--- config.mk ---
export PLATFORM = sky130hd
export DESIGN_NAME = booth_r4_pp_accumulator
export DESIGN_NICKNAME = d
export VERILOG_FILES = /design/src/rtl/booth_r4_pp_accumulator.sv
export SDC_FILE = /design/constraint.sdc
export NUM_CORES = 1
export LEC_CHECK = 0
export ABC_AREA = 1
export CAP_MARGIN = 20
export CORE_MARGIN = 4
export CORE_UTILIZATION = 35
export DETAILED_ROUTE_END_ITERATION = 10
export SETUP_SLACK_MARGIN = 0.15
export SLEW_MARGIN = 20
export SYNTH_ARGS = -nofsm -noshare
export SYNTH_HDL_FRONTEND = slang
export SYNTH_SLANG_ARGS = --single-unit
--- constraint.sdc ---
create_clock -name clk -period 5.6 [get_ports clk]
set_clock_uncertainty 0.1 [all_clocks]
set_input_delay 1.68 -clock clk [delete_from_list [all_inputs] [get_ports clk]]
set_output_delay 1.68 -clock clk [all_outputs]
set_load 0.02 [all_outputs]
--- src/rtl/booth_r4_pp_accumulator.sv ---
// Iterative accumulator for the 17-term radix-4 Booth partial-product stream of a 32x32 multiply.
// Optional sequence checking (pp_last vs. index, seq_err output) is enabled by BOOTH_ACC_SEQCHK_EN.
module booth_r4_pp_accumulator (
  input  logic        clk,
  input  logic        rst_n,
  input  logic        flush,
  input  logic        pp_valid,
  output logic        pp_ready,
  input  logic [33:0] pp_data,
  input  logic        pp_last,
  output logic        res_valid,
  input  logic        res_ready,
  output logic [63:0] product
`ifdef BOOTH_ACC_SEQCHK_EN
  ,
  output logic        seq_err
`endif
);

  typedef enum logic [1:0] {
    S_IDLE = 2'd0,
    S_ACC  = 2'd1,
    S_DONE = 2'd2
  } state_t;

  state_t      r_state;
  logic [4:0]  r_idx;
  logic [63:0] r_acc;
  logic        r_pp_ready;
  logic        r_res_valid;

  logic        w_accept;
  logic        w_is_last_idx;
  logic        w_done;
  logic [63:0] w_term;
  logic [63:0] w_acc_base;

  // Weight of partial product idx: digit terms are signed and shifted by 2*idx,
  // the index-16 correction is an unsigned 32-bit value placed at bit 32.
  function automatic logic [63:0] term_f(input logic [4:0] idx, input logic [33:0] d);
    logic [63:0] v;
    if (idx == 5'd16) begin
      v = {d[31:0], 32'd0};
    end else begin
      v = {{30{d[33]}}, d} << {idx[3:0], 1'b0};
    end
    return v;
  endfunction

  assign w_accept      = pp_valid & r_pp_ready;
  assign w_is_last_idx = (r_idx == 5'd16);
  assign w_term        = term_f(r_idx, pp_data);
  assign w_acc_base    = (r_state == S_ACC) ? r_acc : 64'd0;

`ifdef BOOTH_ACC_SEQCHK_EN
  logic r_seq_err;
  logic w_seq_bad;

  assign w_done    = w_is_last_idx | pp_last;
  assign w_seq_bad = pp_last ^ w_is_last_idx;
  assign seq_err   = r_seq_err;

  // Sticky sequence-error flag, cleared only by reset or flush.
  always_ff @(posedge clk or negedge rst_n) begin
    if (!rst_n) begin
      r_seq_err <= 1'b0;
    end else if (flush) begin
      r_seq_err <= 1'b0;
    end else if (w_accept && w_seq_bad) begin
      r_seq_err <= 1'b1;
    end else begin
      r_seq_err <= r_seq_err;
    end
  end
`else
  logic w_unused_pp_last;

  assign w_done           = w_is_last_idx;
  assign w_unused_pp_last = pp_last;
`endif

  // Control FSM, beat counter and accumulator with registered handshake outputs.
  always_ff @(posedge clk or negedge rst_n) begin
    if (!rst_n) begin
      r_state     <= S_IDLE;
      r_idx       <= 5'd0;
      r_acc       <= 64'd0;
      r_pp_ready  <= 1'b1;
      r_res_valid <= 1'b0;
    end else if (flush) begin
      r_state     <= S_IDLE;
      r_idx       <= 5'd0;
      r_acc       <= 64'd0;
      r_pp_ready  <= 1'b1;
      r_res_valid <= 1'b0;
    end else begin
      case (r_state)
        S_IDLE, S_ACC: begin
          if (w_accept) begin
            r_acc <= w_acc_base + w_term;
            r_idx <= r_idx + 5'd1;
            if (w_done) begin
              r_state     <= S_DONE;
              r_pp_ready  <= 1'b0;
              r_res_valid <= 1'b1;
            end else begin
              r_state <= S_ACC;
            end
          end
        end
        S_DONE: begin
          if (res_ready) begin
            r_state     <= S_IDLE;
            r_idx       <= 5'd0;
            r_pp_ready  <= 1'b1;
            r_res_valid <= 1'b0;
          end
        end
        default: begin
          r_state     <= S_IDLE;
          r_idx       <= 5'd0;
          r_acc       <= 64'd0;
          r_pp_ready  <= 1'b1;
          r_res_valid <= 1'b0;
        end
      endcase
    end
  end

  assign pp_ready  = r_pp_ready;
  assign res_valid = r_res_valid;
  assign product   = r_acc;

endmodule

==> results.yml, run 1 <==
routing:
  routed-wl-met3_mm: 2.68
  wl_met2_mm: 19.0
  wirelength_mm: 42.6
  vias: 12700
  wl_met1_mm: 19.0
  dr.pass1.iters: 7
  viasPerCell: 4.88
  drt-initial-drc-count: 1010
  antenna_left: 0
  wl_per_cell_microns: 16.4
  route.detailed.drc: 0
  top_layer_used: "met4"
clocking:
  cts_tree: "built"
  post_cts_buffers: 0
  clock_path_buffers: 2
  cts_root_buf: "clkbuf_16"
  cts_inserted_buffers: 9
  htreeDepth: 3
  cts_resized: 0
  cts_hold_buf: 0
  clk_pin_slew_worst_paths_ps: 60
  worst_skew_pair.late_latency_ps: 390
  clock_sinks: 73
placement:
  dpl.hpwl_mm: 35.2
  port_buffers: 104
  numPlacedInstances: 2580
  place.gp.congestion: 0.990
grt:
  track_usage_pct: 24.1
  grt_pass1_wl_mm: 65.1
  grt_start_max_net_pins: 61
  antenna_found_initial: 0
  grt_overflow: 0
  grt_pass1_vias: 11700
floorplanning:
  row_count: 65
  initial_utilization_pct: 35.4
  num_io_pins: 106
  die_w_microns: 186
  design.core.area_sq_um: 31500
  die_h_microns: 186
  die_area_sq_um: 34800
status:
  status: "complete, no violations"
synthesis:
  async_flop_share_pct: 100
  ys_seq_area_share_pct: 16.4
  syn_inst: 2109
  avgSynthCellArea_sq_um: 5.29
  syn-num-nets: 2215
  synth-edff-count: 0
  yosys_warnings: 0
  synth_area_sq_um: 11100
  synth.ff_latch_count: 73
  yosys.cell_types.count: 51
  synth_top_flop_cell: "dfrtp_1"
hold_path:
  hold_class: "register to register"
timing:
  setup_tns_ps: 0
  finalSetupViolations: 0
  slew_violations: 0
  worstMarginPinSlew_ps: 982
  period_needed_ps: 4890
  fmax_mhz: 205
  hold_violations: 0
  finalCritPeriodShare_pct: 87.3
  rsz0062_at_grt: "no"
  slew_headroom_pct: 34.1
layout:
  n_antenna_cell: 0
  drive_above_1_share_pct: 6.06
  final_cells: 2596
  areaGrowthSynthToFinish_pct: 15.4
  fin_nets: 2295
  n_fill_cell: 3567
worst_setup_path:
  cp_max_fo: 5
  critPathRequiredTime_ps: 5760
  path_class: "primary input to register"
  start_kind: "primary input"
  cp-end-kind: "register"
  cp_data_arrival_time_ps: 5050
power_and_ir_drop:
  vdd_drop_max_v: 0.000173
  p_per_area_nw_per_um2: 402
  p_leak_nw: 7.37
flow_run:
  maxCapViolations: 0
-- area by class of cell --
cell class | instances | area [sq um] | share of cell area, %
repair buffers | 124 | 1190 | 9.24
flip-flops and latches | 73 | 1830 | 14.2
inverters | 453 | 1700 | 13.2
well taps | 402 | 503 | 3.91
multi-input cells | 1528 | 7360 | 57.2
clock inverters | 4 | 28.8 | 0.224
clock buffers | 12 | 256 | 1.99
-- registers in the layout (all words and copies together) (netlist names) --
| signal | count |
|---|---|
| r_state | 2 |
| pp_ready | 1 |
| product | 64 |
| res_valid | 1 |
| r_idx | 5 |
-- worst paths after layout --
path | to | slack, ps | cells after the start | startpoint
max | product[56]$_DFFE_PN0P_ | 710 | 21 | pp_data[20]
min | pp_ready$_DFFE_PN1P_ | 390 | 2 | pp_ready$_DFFE_PN1P_
max reg2reg | product[44]$_DFFE_PN0P_ | 1530 | 18 | r_idx[2]$_DFFE_PN0P_
min reg2reg | pp_ready$_DFFE_PN1P_ | 390 | 2 | pp_ready$_DFFE_PN1P_
max in group asynchronous | product[52]$_DFFE_PN0P_ | 3310 | 2 | rst_n
min in group asynchronous | r_idx[3]$_DFFE_PN0P_ | 1180 | 1 | rst_n
-- layout by cell type, fill, tap and decap left out, types with 21 or more instances in the layout --
master / synthesis / layout
nand2_1: 812 / 812
dfrtp_1: 72 / 72
inv_1: 430 / 429
clkdlybuf4s50_1: 0 / 103
nand2_2: 23 / 23
buf_4: 1 / 21
nand3_1: 76 / 76
o21ai_0: 118 / 118
inv_2: 21 / 21
a21oi_1: 63 / 63
nor2_1: 192 / 191
o21ai_1: 28 / 28
ha_1: 65 / 65
-- layer usage --
layer	track usage, %	vias to the layer above
li1	-	6575
met1	31.5	5591
met2	39.5	426
met3	3.93	67
met4	10.1	0
met5	0	-
-- cells by family after synthesis --
kind of cell / synth area share, %
xor gates and xnor gates: 0.157
AOI/OAI and AO/OA: 13.5
buffers and inverters: 17.6
adders and majority gates: 7.47
muxes: 0.718
and+or+nand+nor: 44.1
DFF: 16.4
-- worst max-delay path, cell delays in order --
cell,delay [ps]
clkdlybuf4s50_1,420
nand2_1,80
o21ai_0,110
or2_2,320
o21ai_1,170
o21ai_0,180
nand2_1,130
o31ai_1,80
buf_4,170
ha_1,340
nand2_1,120
nor2_1,250
nand2_1,190
nor2_1,130
nand2_1,70
nand3_2,160
nand3_1,150
nand2_1,100
nand2_1,50
nand3_1,70
nand2_1,60
-- synthesized netlist by cell type (14+ instances only) --
library cell | n | area share [%]
o21ai_0 | 118 | 5.3
nand2_2 | 23 | 1.3
nand2_1 | 812 | 27
inv_2 | 21 | 0.71
o22ai_1 | 14 | 0.79
buf_2 | 21 | 0.94
dfrtp_1 | 72 | 16
nor2_1 | 192 | 6.5
ha_1 | 65 | 7.3
a22oi_1 | 17 | 1.1
o21ai_1 | 28 | 1.3
nor2_2 | 18 | 1.0
inv_1 | 430 | 14
clkbuf_1 | 19 | 0.64
nand3_1 | 76 | 3.4
a21oi_1 | 63 | 2.8
-- power breakdown --
| group | internal [W] | leakage, nW | switching [W] |
|---|---|---|---|
| Combinational | 0.00121 | 6.26 | 0.00262 |
| Sequential | 0.000658 | 0.969 | 0.0000936 |
| Clock | 0.000324 | 0.135 | 0.000273 |
| Total | 0.00219 | 7.37 | 0.00299 |
-- stage by stage --
| stage | util, % | hold WS (ps) | total power, W | worst slack [ps] | area (sq um) |
|---|---|---|---|---|---|
| 2_1_floorplan | - | 391 | 0.00329 | 1720 | 11100 |
| 3_3_place_gp | 40.0 | 377 | 0.00453 | 428 | 12600 |
| 3_5_place_dp | 40.0 | 382 | 0.00455 | 385 | 12600 |
| 4_1_cts | 40.9 | 390 | 0.00518 | 785 | 12900 |
| 5_1_grt | 40.9 | 410 | 0.00566 | 422 | 12900 |
| 6_report | 40.9 | 389 | 0.00518 | 713 | 12900 |
Note: power is estimated with default switching activity, not from simulation.
==> run 2, diff against run 1 <==
--- a/config.mk
+++ b/config.mk
@@ -10,6 +10,7 @@
 export CORE_MARGIN = 4
 export CORE_UTILIZATION = 35
 export DETAILED_ROUTE_END_ITERATION = 10
+export MAX_ROUTING_LAYER = met4
 export SETUP_SLACK_MARGIN = 0.15
 export SLEW_MARGIN = 20
 export SYNTH_ARGS = -nofsm -noshare
==> results.yml, run 2 (synthesis gave the netlist of run 1 again) <==
layout:
  largest_reg_flops: 64
  n_antenna_cell: 0
  areaGrowthSynthToFinish_pct: 15.6
  final_cell_mix: "nand2_1, inv_1, nor2_1, o21ai_0, clkdlybuf4s50_1"
  fin_nets: 2292
  final_cell_area_sq_um: 12900
  drive_above_1_share_pct: 5.93
  final_common_cell: "nand2_1"
  final_cells: 2593
  utilization_pct: 40.9
clocking:
  htreeDepth: 3
  clock_path_buffers: 2
  cts_root_buf: "clkbuf_16"
  cts_resized: 0
  worst_skew_pair.late_latency_ps: 380
  cts_inserted_buffers: 9
  cts_tree: "built"
  post_cts_buffers: 0
  clock_sinks: 73
  clk_pin_slew_worst_paths_ps: 70
  cts_hold_buf: 0
worst_setup_path:
  path_cells: "clkdlybuf4s50_1 > nand2_1 > o21ai_0 > or2_2 > o21ai_1 > o21ai_0 > nand2_1 > o31ai_1 > buf_4 > ha_1 > nand2_1 > nor2_1 > nand2_1 > nor2_1 > nand2_1 > nand2_1 > nand2_1 > nand2_1 > nand2_1 > nand3_1 > nand2_1"
  path_class: "primary input to register"
  cp-end-kind: "register"
  crit_top_cell: "nand2_1"
  start_kind: "primary input"
  critPathRequiredTime_ps: 5770
  cp_data_arrival_time_ps: 5130
  slowest_delay_ps: 450
  crit_slowest_cell: "clkdlybuf4s50_1"
  cp_max_fo: 5
routing:
  wl_per_cell_microns: 16.6
  drt-initial-drc-count: 991
  vias: 12800
  dr.pass1.iters: 5
  antenna_left: 0
  viasPerCell: 4.94
  route.detailed.drc: 0
  wirelength_mm: 43.1
power_and_ir_drop:
  vdd_drop_max_v: 0.000176
  p_per_area_nw_per_um2: 409
  p_leak_nw: 7.37
status:
  status: "complete, no violations"
timing:
  slew_violations: 0
  rsz0062_at_grt: "no"
  period_needed_ps: 4960
  setup_tns_ps: 0
  finalSetupViolations: 0
  worstMarginPinSlew_ps: 1110
  hold_violations: 0
  fmax_mhz: 201
  whs_ps: 392
  slew_headroom_pct: 26.0
  finalCritPeriodShare_pct: 88.7
placement:
  place.gp.congestion: 1.00
  numPlacedInstances: 2577
  dpl.hpwl_mm: 35.3
  dpl_cell_area_sq_um: 12600
  port_buffers: 104
floorplanning:
  row_count: 65
  die_area_sq_um: 34800
  initial_utilization_pct: 35.4
  design.core.area_sq_um: 31500
  num_io_pins: 106
  die_h_microns: 186
  die_w_microns: 186
grt:
  antenna_found_initial: 0
  grt_pass1_wl_mm: 66.0
  met2_usage_pct: 40.6
  grt_busiest_layer: "met2"
  grtUsageMet3_pct: 3.89
  grt_util_met1_pct: 32.4
  grt_start_max_net_pins: 74
  grt_pass1_vias: 11700
  track_usage_pct: 24.9
  grt_overflow: 0
hold_path:
  hold_class: "register to register"
flow_run:
  maxCapViolations: 0
-- run 2: final cells by class --
type,instances,area (sq um)
Sequential cell,73,1830
Clock buffer,11,243
Multi-Input combinational cell,1528,7360
Clock inverter,5,80.1
Timing Repair Buffer,121,1170
Inverter,453,1700
Tap cell,402,503
Fill cell,3581,18600
-- run 2: final timing paths --
path                                      startpoint                      end  slack [ps]  depth (start not counted)
worst min register to register  pp_ready$_DFFE_PN1P_     pp_ready$_DFFE_PN1P_         390                          2
min in group asynchronous                      rst_n   product[1]$_DFFE_PN0P_        1240                          1
worst max-delay path                     pp_data[20]  product[44]$_DFFE_PN0P_         640                         21
worst max register to register  r_idx[1]$_DFFE_PN0P_  product[44]$_DFFE_PN0P_        1260                         20
worst min-delay path            pp_ready$_DFFE_PN1P_     pp_ready$_DFFE_PN1P_         390                          2
max in group asynchronous                      rst_n  product[54]$_DFFE_PN0P_        3630                          1
-- run 2: routing by layer --
layer	part of all wire, %	wire length (microns)
met1	45	19600
met2	46	19700
met3	6.2	2660
met4	2.8	1200
met5	0	0
-- run 2: per-stage QoR --
| step | worst slack, ps | power, W |
|---|---|---|
| floorplan | 1720 | 0.00329 |
| global placement | 363 | 0.00453 |
| detailed placement | 346 | 0.00454 |
| CTS | 741 | 0.00525 |
| global route | 292 | 0.00574 |
| finish | 635 | 0.00527 |
-- run 2: power breakdown --
part	internal (W)	switching (W)
combinational	0.00120	0.00265
clock	0.000402	0.000273
sequential	0.000657	0.0000957
total	0.00226	0.00301
-- run 2: worst max-delay path, delay by kind of cell --
family	cells	cell delay, ps
and+or+nand+nor	14	1980
AOI/OAI and AO/OA	4	500
buffers and inverters	2	620
adders and majority gates	1	350
==> run 3, diff against run 2 <==
--- a/config.mk
+++ b/config.mk
@@ -6,7 +6,7 @@
 export NUM_CORES = 1
 export LEC_CHECK = 0
 export ABC_AREA = 1
-export CAP_MARGIN = 20
+export CAP_MARGIN = 5
 export CORE_MARGIN = 4
 export CORE_UTILIZATION = 35
 export DETAILED_ROUTE_END_ITERATION = 10
==> results of run 3 <==
The final DEF is identical to that of run 2; final timing and power are the same.
